### config.mk
export PLATFORM = sky130hd
export DESIGN_NAME = mmc_discrete
export DESIGN_NICKNAME = d
export VERILOG_FILES = /design/src/rtl/mmc_discrete.sv
export SDC_FILE = /design/constraint.sdc
export NUM_CORES = 1
export LEC_CHECK = 0
export CAP_MARGIN = 20
export CELL_PAD_IN_SITES_DETAIL_PLACEMENT = 1
export CELL_PAD_IN_SITES_GLOBAL_PLACEMENT = 1
export CORE_MARGIN = 5
export CORE_UTILIZATION = 39
export CTS_CLUSTER_DIAMETER = 50
export DETAILED_ROUTE_END_ITERATION = 7
export DONT_BUFFER_PORTS = 1
export HOLD_SLACK_MARGIN = 0.1
export PLACE_DENSITY = 0.78
export SLEW_MARGIN = 25
export SYNTH_ARGS = -nofsm -noshare
export SYNTH_HDL_FRONTEND = slang
export SYNTH_SLANG_ARGS = --single-unit
### constraint.sdc
create_clock -name clk -period 1.55 [get_ports clk]
set_input_delay 0.155 -clock clk [delete_from_list [all_inputs] [get_ports clk]]
set_output_delay 0.155 -clock clk [all_outputs]
set_load 0.01 [all_outputs]
### src/rtl/mmc_discrete.sv
//==============================================================================
// Module      : mmc_discrete
// Description : Discrete-logic cartridge mapper for iNES 0/2/3/7 with PRG/CHR
//               request-ack sequencing. Optional BUS_CONFLICT_EN build ANDs
//               register writes with the ROM byte at the write address.
// Revision    : 1.0 - initial release
//==============================================================================
`default_nettype none

module mmc_discrete #(
    parameter int PRGB = 5,
    parameter int CHRB = 2
) (
    input  logic         clk,
    input  logic         reset,
    input  logic [127:0] header,
    input  logic [15:0]  memaddr,
    input  logic [7:0]   memwdata,
    input  logic         memwr,
    input  logic         prgreq,
    output logic         prgack,
    output logic [7:0]   prgrdata,
    input  logic [13:0]  vmemaddr,
    input  logic         chrreq,
    output logic         chrack,
    output logic [7:0]   chrrdata,
    output logic [20:0]  promaddr,
    input  logic [7:0]   promdata,
    output logic         promreq,
    input  logic         promack,
    output logic [20:0]  cromaddr,
    input  logic [7:0]   cromdata,
    output logic         cromreq,
    input  logic         cromack,
    output logic [2:0]   mirr,
    output logic [7:0]   err
);

    typedef enum logic [1:0] {S_IDLE = 2'd0, S_ROM = 2'd1, S_ACK = 2'd2} state_t;

    state_t            prg_state_q, prg_state_d, chr_state_q, chr_state_d;
    logic [7:0]        mode_q, err_q, mapper;
    logic [PRGB-1:0]   prg_bank_q;
    logic [PRGB-2:0]   ax_bank_q;
    logic              ax_mirr_q;
    logic [CHRB-1:0]   chr_bank_q;
    logic              prgack_q, prgack_d, chrack_q, chrack_d;
    logic              promreq_q, promreq_d, cromreq_q, cromreq_d;
    logic [7:0]        prgrdata_q, prgrdata_d, chrrdata_q, chrrdata_d;
    logic [20:0]       promaddr_q, promaddr_d, cromaddr_q, cromaddr_d;
    logic [20:0]       prg_mask, chr_mask, prg_raw, prg_map, chr_map;
    logic              supported, mapper_ok, bank_we;
    logic [7:0]        wr_val;
    logic              unused_ok;

    // Upper header bytes non-zero marks an old/dirty dump: ignore the high nibble.
    assign mapper    = {(|header[127:96]) ? 4'd0 : header[63:60], header[55:52]};
    assign mapper_ok = (mapper == 8'd0) || (mapper == 8'd2) || (mapper == 8'd3) || (mapper == 8'd7);
    assign supported = (mode_q == 8'd0) || (mode_q == 8'd2) || (mode_q == 8'd3) || (mode_q == 8'd7);

    // A 128-bank (2 MB) PRG size wraps to zero, so the mask becomes all ones.
    assign prg_mask = {header[38:32], 14'd0} - 21'd1;
    assign chr_mask = {header[47:40], 13'd0} - 21'd1;

    always_comb begin
        prg_raw = 21'(memaddr[14:0]);
        case (mode_q)
            8'd2:    prg_raw = memaddr[14] ? ((21'({PRGB{1'b1}}) << 14) | 21'(memaddr[13:0]))
                                           : ((21'(prg_bank_q) << 14) | 21'(memaddr[13:0]));
            8'd7:    prg_raw = (21'(ax_bank_q) << 15) | 21'(memaddr[14:0]);
            default: prg_raw = 21'(memaddr[14:0]);
        endcase
    end

    assign prg_map = prg_raw & prg_mask;
    assign chr_map = (((mode_q == 8'd3) ? (21'(chr_bank_q) << 13) : 21'd0)
                      | 21'(vmemaddr[12:0])) & chr_mask;

    always_comb begin
        prg_state_d = prg_state_q;
        prgack_d    = 1'b0;
        prgrdata_d  = prgrdata_q;
        promaddr_d  = promaddr_q;
        promreq_d   = promreq_q;
        bank_we     = 1'b0;
        wr_val      = memwdata;
        case (prg_state_q)
            S_IDLE: begin
                if (prgreq) begin
                    prg_state_d = S_ACK;
                    prgack_d    = 1'b1;
                    if (!supported) begin
                        prgrdata_d = 8'hFF;
                    end else if (!memaddr[15]) begin
                        prgrdata_d = 8'h00;
                    end else if (!memwr) begin
                        promaddr_d  = prg_map;
                        promreq_d   = 1'b1;
                        prg_state_d = S_ROM;
                        prgack_d    = 1'b0;
                    end else if (mode_q != 8'd0) begin
`ifdef BUS_CONFLICT_EN
                        promaddr_d  = prg_map;
                        promreq_d   = 1'b1;
                        prg_state_d = S_ROM;
                        prgack_d    = 1'b0;
`else
                        bank_we     = 1'b1;
`endif
                    end
                end
            end
            S_ROM: begin
                if (promack) begin
                    promreq_d   = 1'b0;
                    prg_state_d = S_ACK;
                    prgack_d    = 1'b1;
                    if (memwr) begin
                        bank_we = 1'b1;
                        wr_val  = memwdata & promdata;
                    end else begin
                        prgrdata_d = promdata;
                    end
                end
            end
            default: prg_state_d = S_IDLE;
        endcase
    end

    always_comb begin
        chr_state_d = chr_state_q;
        chrack_d    = 1'b0;
        chrrdata_d  = chrrdata_q;
        cromaddr_d  = cromaddr_q;
        cromreq_d   = cromreq_q;
        case (chr_state_q)
            S_IDLE: begin
                if (chrreq) begin
                    chr_state_d = S_ACK;
                    chrack_d    = 1'b1;
                    if (!supported) begin
                        chrrdata_d = 8'hFF;
                    end else if (vmemaddr[13]) begin
                        chrrdata_d = 8'h00;
                    end else begin
                        cromaddr_d  = chr_map;
                        cromreq_d   = 1'b1;
                        chr_state_d = S_ROM;
                        chrack_d    = 1'b0;
                    end
                end
            end
            S_ROM: begin
                if (cromack) begin
                    cromreq_d   = 1'b0;
                    chrrdata_d  = cromdata;
                    chr_state_d = S_ACK;
                    chrack_d    = 1'b1;
                end
            end
            default: chr_state_d = S_IDLE;
        endcase
    end

    always_ff @(posedge clk) begin
        mode_q <= mapper;
        if (reset) begin
            prg_state_q <= S_IDLE;
            chr_state_q <= S_IDLE;
            err_q       <= 8'd0;
            prg_bank_q  <= '0;
            ax_bank_q   <= '0;
            ax_mirr_q   <= 1'b0;
            chr_bank_q  <= '0;
            prgack_q    <= 1'b0;
            chrack_q    <= 1'b0;
            promreq_q   <= 1'b0;
            cromreq_q   <= 1'b0;
            prgrdata_q  <= 8'd0;
            chrrdata_q  <= 8'd0;
            promaddr_q  <= 21'd0;
            cromaddr_q  <= 21'd0;
        end else begin
            prg_state_q <= prg_state_d;
            chr_state_q <= chr_state_d;
            err_q       <= mapper_ok ? 8'd0 : mapper;
            prgack_q    <= prgack_d;
            chrack_q    <= chrack_d;
            promreq_q   <= promreq_d;
            cromreq_q   <= cromreq_d;
            prgrdata_q  <= prgrdata_d;
            chrrdata_q  <= chrrdata_d;
            promaddr_q  <= promaddr_d;
            cromaddr_q  <= cromaddr_d;
            if (bank_we) begin
                case (mode_q)
                    8'd2: prg_bank_q <= wr_val[PRGB-1:0];
                    8'd3: chr_bank_q <= wr_val[CHRB-1:0];
                    8'd7: begin
                        ax_bank_q <= wr_val[PRGB-2:0];
                        ax_mirr_q <= wr_val[4];
                    end
                    default: ;
                endcase
            end
        end
    end

    assign mirr = (mode_q == 8'd7) ? (ax_mirr_q ? 3'd3 : 3'd2)
                : header[51]        ? 3'd4
                : header[48]        ? 3'd1 : 3'd0;

    assign prgack   = prgack_q;
    assign chrack   = chrack_q;
    assign prgrdata = prgrdata_q;
    assign chrrdata = chrrdata_q;
    assign promaddr = promaddr_q;
    assign cromaddr = cromaddr_q;
    assign promreq  = promreq_q;
    assign cromreq  = cromreq_q;
    assign err      = err_q;

    assign unused_ok = ^{header[95:64], header[59:56], header[50:49], header[39],
                         header[31:0], wr_val};

endmodule

`default_nettype wire

==> results of run 1 <==
registers in the layout (all words and copies together), names as in the netlist, 2 cells and up:
register     count
chr_state_q      2
cromaddr        15
promaddr        19
chr_bank_q       2
chrrdata         8
prgrdata         8
mode_q           8
prg_state_q      2
ax_bank_q        4
prg_bank_q       5
err              8
power breakdown:
group          total [W]  leakage (nW)  internal (W)  switching, W
clock            0.00176         0.109      0.000988      0.000772
combinational   0.000712          1.18      0.000340      0.000371
sequential       0.00238         0.704       0.00228     0.0000979
placed cells by master, fill, tap and decap left out, types with 8 or more instances in the layout:
master / n
a21oi_2: 8
inv_1: 22
dfxtp_1: 78
nand3_2: 10
o21ai_1: 13
mux2i_1: 12
nand4_1: 10
o211ai_1: 10
dlygate4sd3_1: 56
nor4_1: 8
nand2_1: 14
conb_1: 8
a211oi_1: 9
buf_4: 32
nor2_1: 11
nand3_1: 24
a221oi_1: 15
a21oi_1: 33
clkbuf_8: 11
o21ai_0: 24
worst max-delay path, stage by stage (launching register included):
cell and delay (ps):
dfxtp_2 330, or3_4 400, buf_6 140, nor4_4 220, buf_6 170, buf_12 110
clkbuf_16 130, nand3_2 60, a21oi_1 170
stage by stage:
stage | hold slack [ps] | cells
after CTS | 107 | 633
after global routing | 109 | 639
after detailed placement | 183 | 552
final | 114 | 639
after global placement | 183 | 552
after floorplan | 183 | 430
repair_timing:
item / in CTS / in global routing
pin swaps: 26 / 10
hold buffers: 57 / 0
gates resized for setup: 39 / 39
buffers inserted: 8 / 5
endpoints found under the setup margin: 55 / 66
gates cloned: 2 / 1
endpoints found under the hold margin: 77 / 0
how the worst min path moves through the flow:
stage	start	to	slack, ps
5_1_grt	reset	promaddr[3]	110
4_1_cts	reset	promaddr[3]	110
6_report	reset	promaddr[3]	110
3_5_place_dp	header[53]	mode_q[1]	180
3_3_place_gp	header[54]	mode_q[2]	180
2_1_floorplan	header[52]	mode_q[0]	180
layer usage:
layer  GRT usage, %  wire (microns)  part of all wire (%)
met4           6.76             294                   2.1
met3           8.60            1140                   8.0
met2           44.0            7500                    53
met1           24.4            5310                    37
met5              0               0                     0
layout make-up:
cell class	count	area (sq um)	share of cell area [%]
Clock buffer	12	155	2.96
Clock inverter	3	67.6	1.29
Inverter	24	91.3	1.74
Multi-Input combinational cell	284	2000	38.1
Sequential cell	86	1740	33.1
Tap cell	129	161	3.08
Timing Repair Buffer	101	1040	19.8
cells by family (layout without fill, tap and decap cells):
family | after synthesis | in the layout | share of synthesized area [%]
AOI/OAI and AO/OA | 131 | 131 | 22.5
xor gates and xnor gates | 4 | 4 | 0.931
adders and majority gates | 1 | 1 | 0.332
buffers and inverters | 60 | 140 | 7.38
DFF | 86 | 86 | 45.7
muxes | 14 | 14 | 3.76
other | 1 | 8 | 0.0996
and+or+nand+nor | 126 | 126 | 19.2
==> summary.md, run 1 <==
| Metric | Value |
|---|---|
| Status | finished, violations left |
| Violated checks | negative setup slack |
| Die Ht | 108 microns |
| Final HPWL DP | approximately 8900 microns |
| RSZ-0062 raised after global routing | true |
| Post-synthesis average cell area | ~9 sq um |
| Synth top area share | about 46% |
| Final Hold Fails | 0 |
| Post-synth EDFFs | 0 |
| First-pass GRT wire length | 21300 microns |
| Crit start category | flip-flop |
| Sink Count | 86 |
| Drt wl/cell | about 22 microns |
| Ant. Diodes | 0 |
| Buffers on Ports | 0 |
| Vias per inst | 5.70 |
| Maxcap violations | 0 |
| Tmin final | 1810 ps |
| Finished Cell Area | between 0.005 and 0.006 sq mm |
| Setup Skew | 12.0 ps |
| Antenna violations before repair | 0 |
| Max Clk Rate | roughly 550 MHz |
| Crit path capture | promaddr[12] |
| VDD IR max | between 0.5 and 0.6 mV |
| Cells after Synth | ~420 |
| GRT Residual Overflow | 0 |
| Starting Density | between 40% and 50% |
| Rows | 35 |
| Placeable core area | just over 0.009 sq mm |
| Power Density | a little over 900 mW/mm^2 |
| Via count of the first global-routing pass | 4087 |
| Reg2Reg Depth | 8 |
| Layout area overhead | 39.3% |
| H-tree levels | 3 |
| DRT Wirelength | approximately 14000 microns |
| Final antenna-violating net count | 0 |
| Flop2flop setup slack | -260 ps |
| Hold path depth | 2 |
| Share of layout cells above drive strength 1 | 23.1% |
| Largest area contributor in the netlist | dfxtp_1 |
| DRC viols | 0 |
| GR Util All Layers | 23.5% |
| Top FF cell, synth | dfxtp_1 |
| Most instantiated library cell after synthesis | dfxtp_1 |
| Die ar. | ~0.012 sq mm |
| Io pins | between 200 and 300 |
| Clock transition at the registers of the reported paths | around 90 ps |
| Async set-reset flop share out of synthesis | 0% |
| CP Capture Type | flip-flop |
| Reg-to-reg critical path endpoint | promaddr[12] |
| Seq/Total Area, Yosys | roughly 46% |
| Pleak | around 2.0 nW |
| Required @ worst endpoint | roughly 1800 ps |
| Yosys warns | 0 |
| Mapped Area | ~0.0038 sq mm |
| Fin worst setup slack | -263 ps |
| Critical Path Source | mode_q[3] |
| Worst R2R Start | mode_q[3] |
| Period utilisation layout | 117% |
| Final Power | ~0.0049 W |
| WP data arrival | roughly 2100 ps |
| Pin count of the biggest net entering global routing | 56 |
| Chip width | 108 microns |
| Min-Delay Path Class | primary input to flip-flop |
| FILL cells | 1044 |
| Placed Area | between 0.004 and 0.005 sq mm |
| Maximum clock path buffer count | 2 |
| RD Place Congestion | about 0.85 |
| Via total after detailed routing | about 3600 |
| CTS tree | built |
| Initial drt markers | 137 |
| Kind of critical path | flip-flop to flip-flop |
| Pre-CTS setup slack | -90.4 ps |
| Net count, final | ~700 |
| Pre-antenna DRT Iters | 4 |
| Clk root buf | clkbuf_8 |
| Netlist cell types | 53 |
| Post-layout utilization of the core | a little under three fifths |
| Setup TNS | -4870 ps |
| FF+latch count, synth | 86 |
| CTS Buf Count | 9 |
| Critical path peak fanout | 4 |
| Area contributors post-synth | dfxtp_1 (46%), a21oi_1 (5.5%), o21ai_0 (5.2%) |
| Clock Latency Late Sink | roughly 360 ps |
| Top post-synthesis cells by count | dfxtp_1 (86), a21oi_1 (41), o21ai_0 (39) |
| Final setup viols | 34 |
| Slew Limit Fails | 0 |
(Power assumes the default switching activity.)
==> run 2, diff against run 1 <==
--- a/config.mk
+++ b/config.mk
@@ -5,6 +5,7 @@
 export SDC_FILE = /design/constraint.sdc
 export NUM_CORES = 1
 export LEC_CHECK = 0
+export ABC_CLOCK_PERIOD_IN_PS = 1550
 export CAP_MARGIN = 20
 export CELL_PAD_IN_SITES_DETAIL_PLACEMENT = 1
 export CELL_PAD_IN_SITES_GLOBAL_PLACEMENT = 1
==> results of run 2 <==
The final DEF is identical to that of run 1; final timing and power are the same.
==> run 3, diff against run 2 <==
--- a/config.mk
+++ b/config.mk
@@ -11,7 +11,6 @@
 export CELL_PAD_IN_SITES_GLOBAL_PLACEMENT = 1
 export CORE_MARGIN = 5
 export CORE_UTILIZATION = 39
-export CTS_CLUSTER_DIAMETER = 50
 export DETAILED_ROUTE_END_ITERATION = 7
 export DONT_BUFFER_PORTS = 1
 export HOLD_SLACK_MARGIN = 0.1
==> results of run 3 <==
The final DEF is identical to that of run 1; final timing and power are the same.
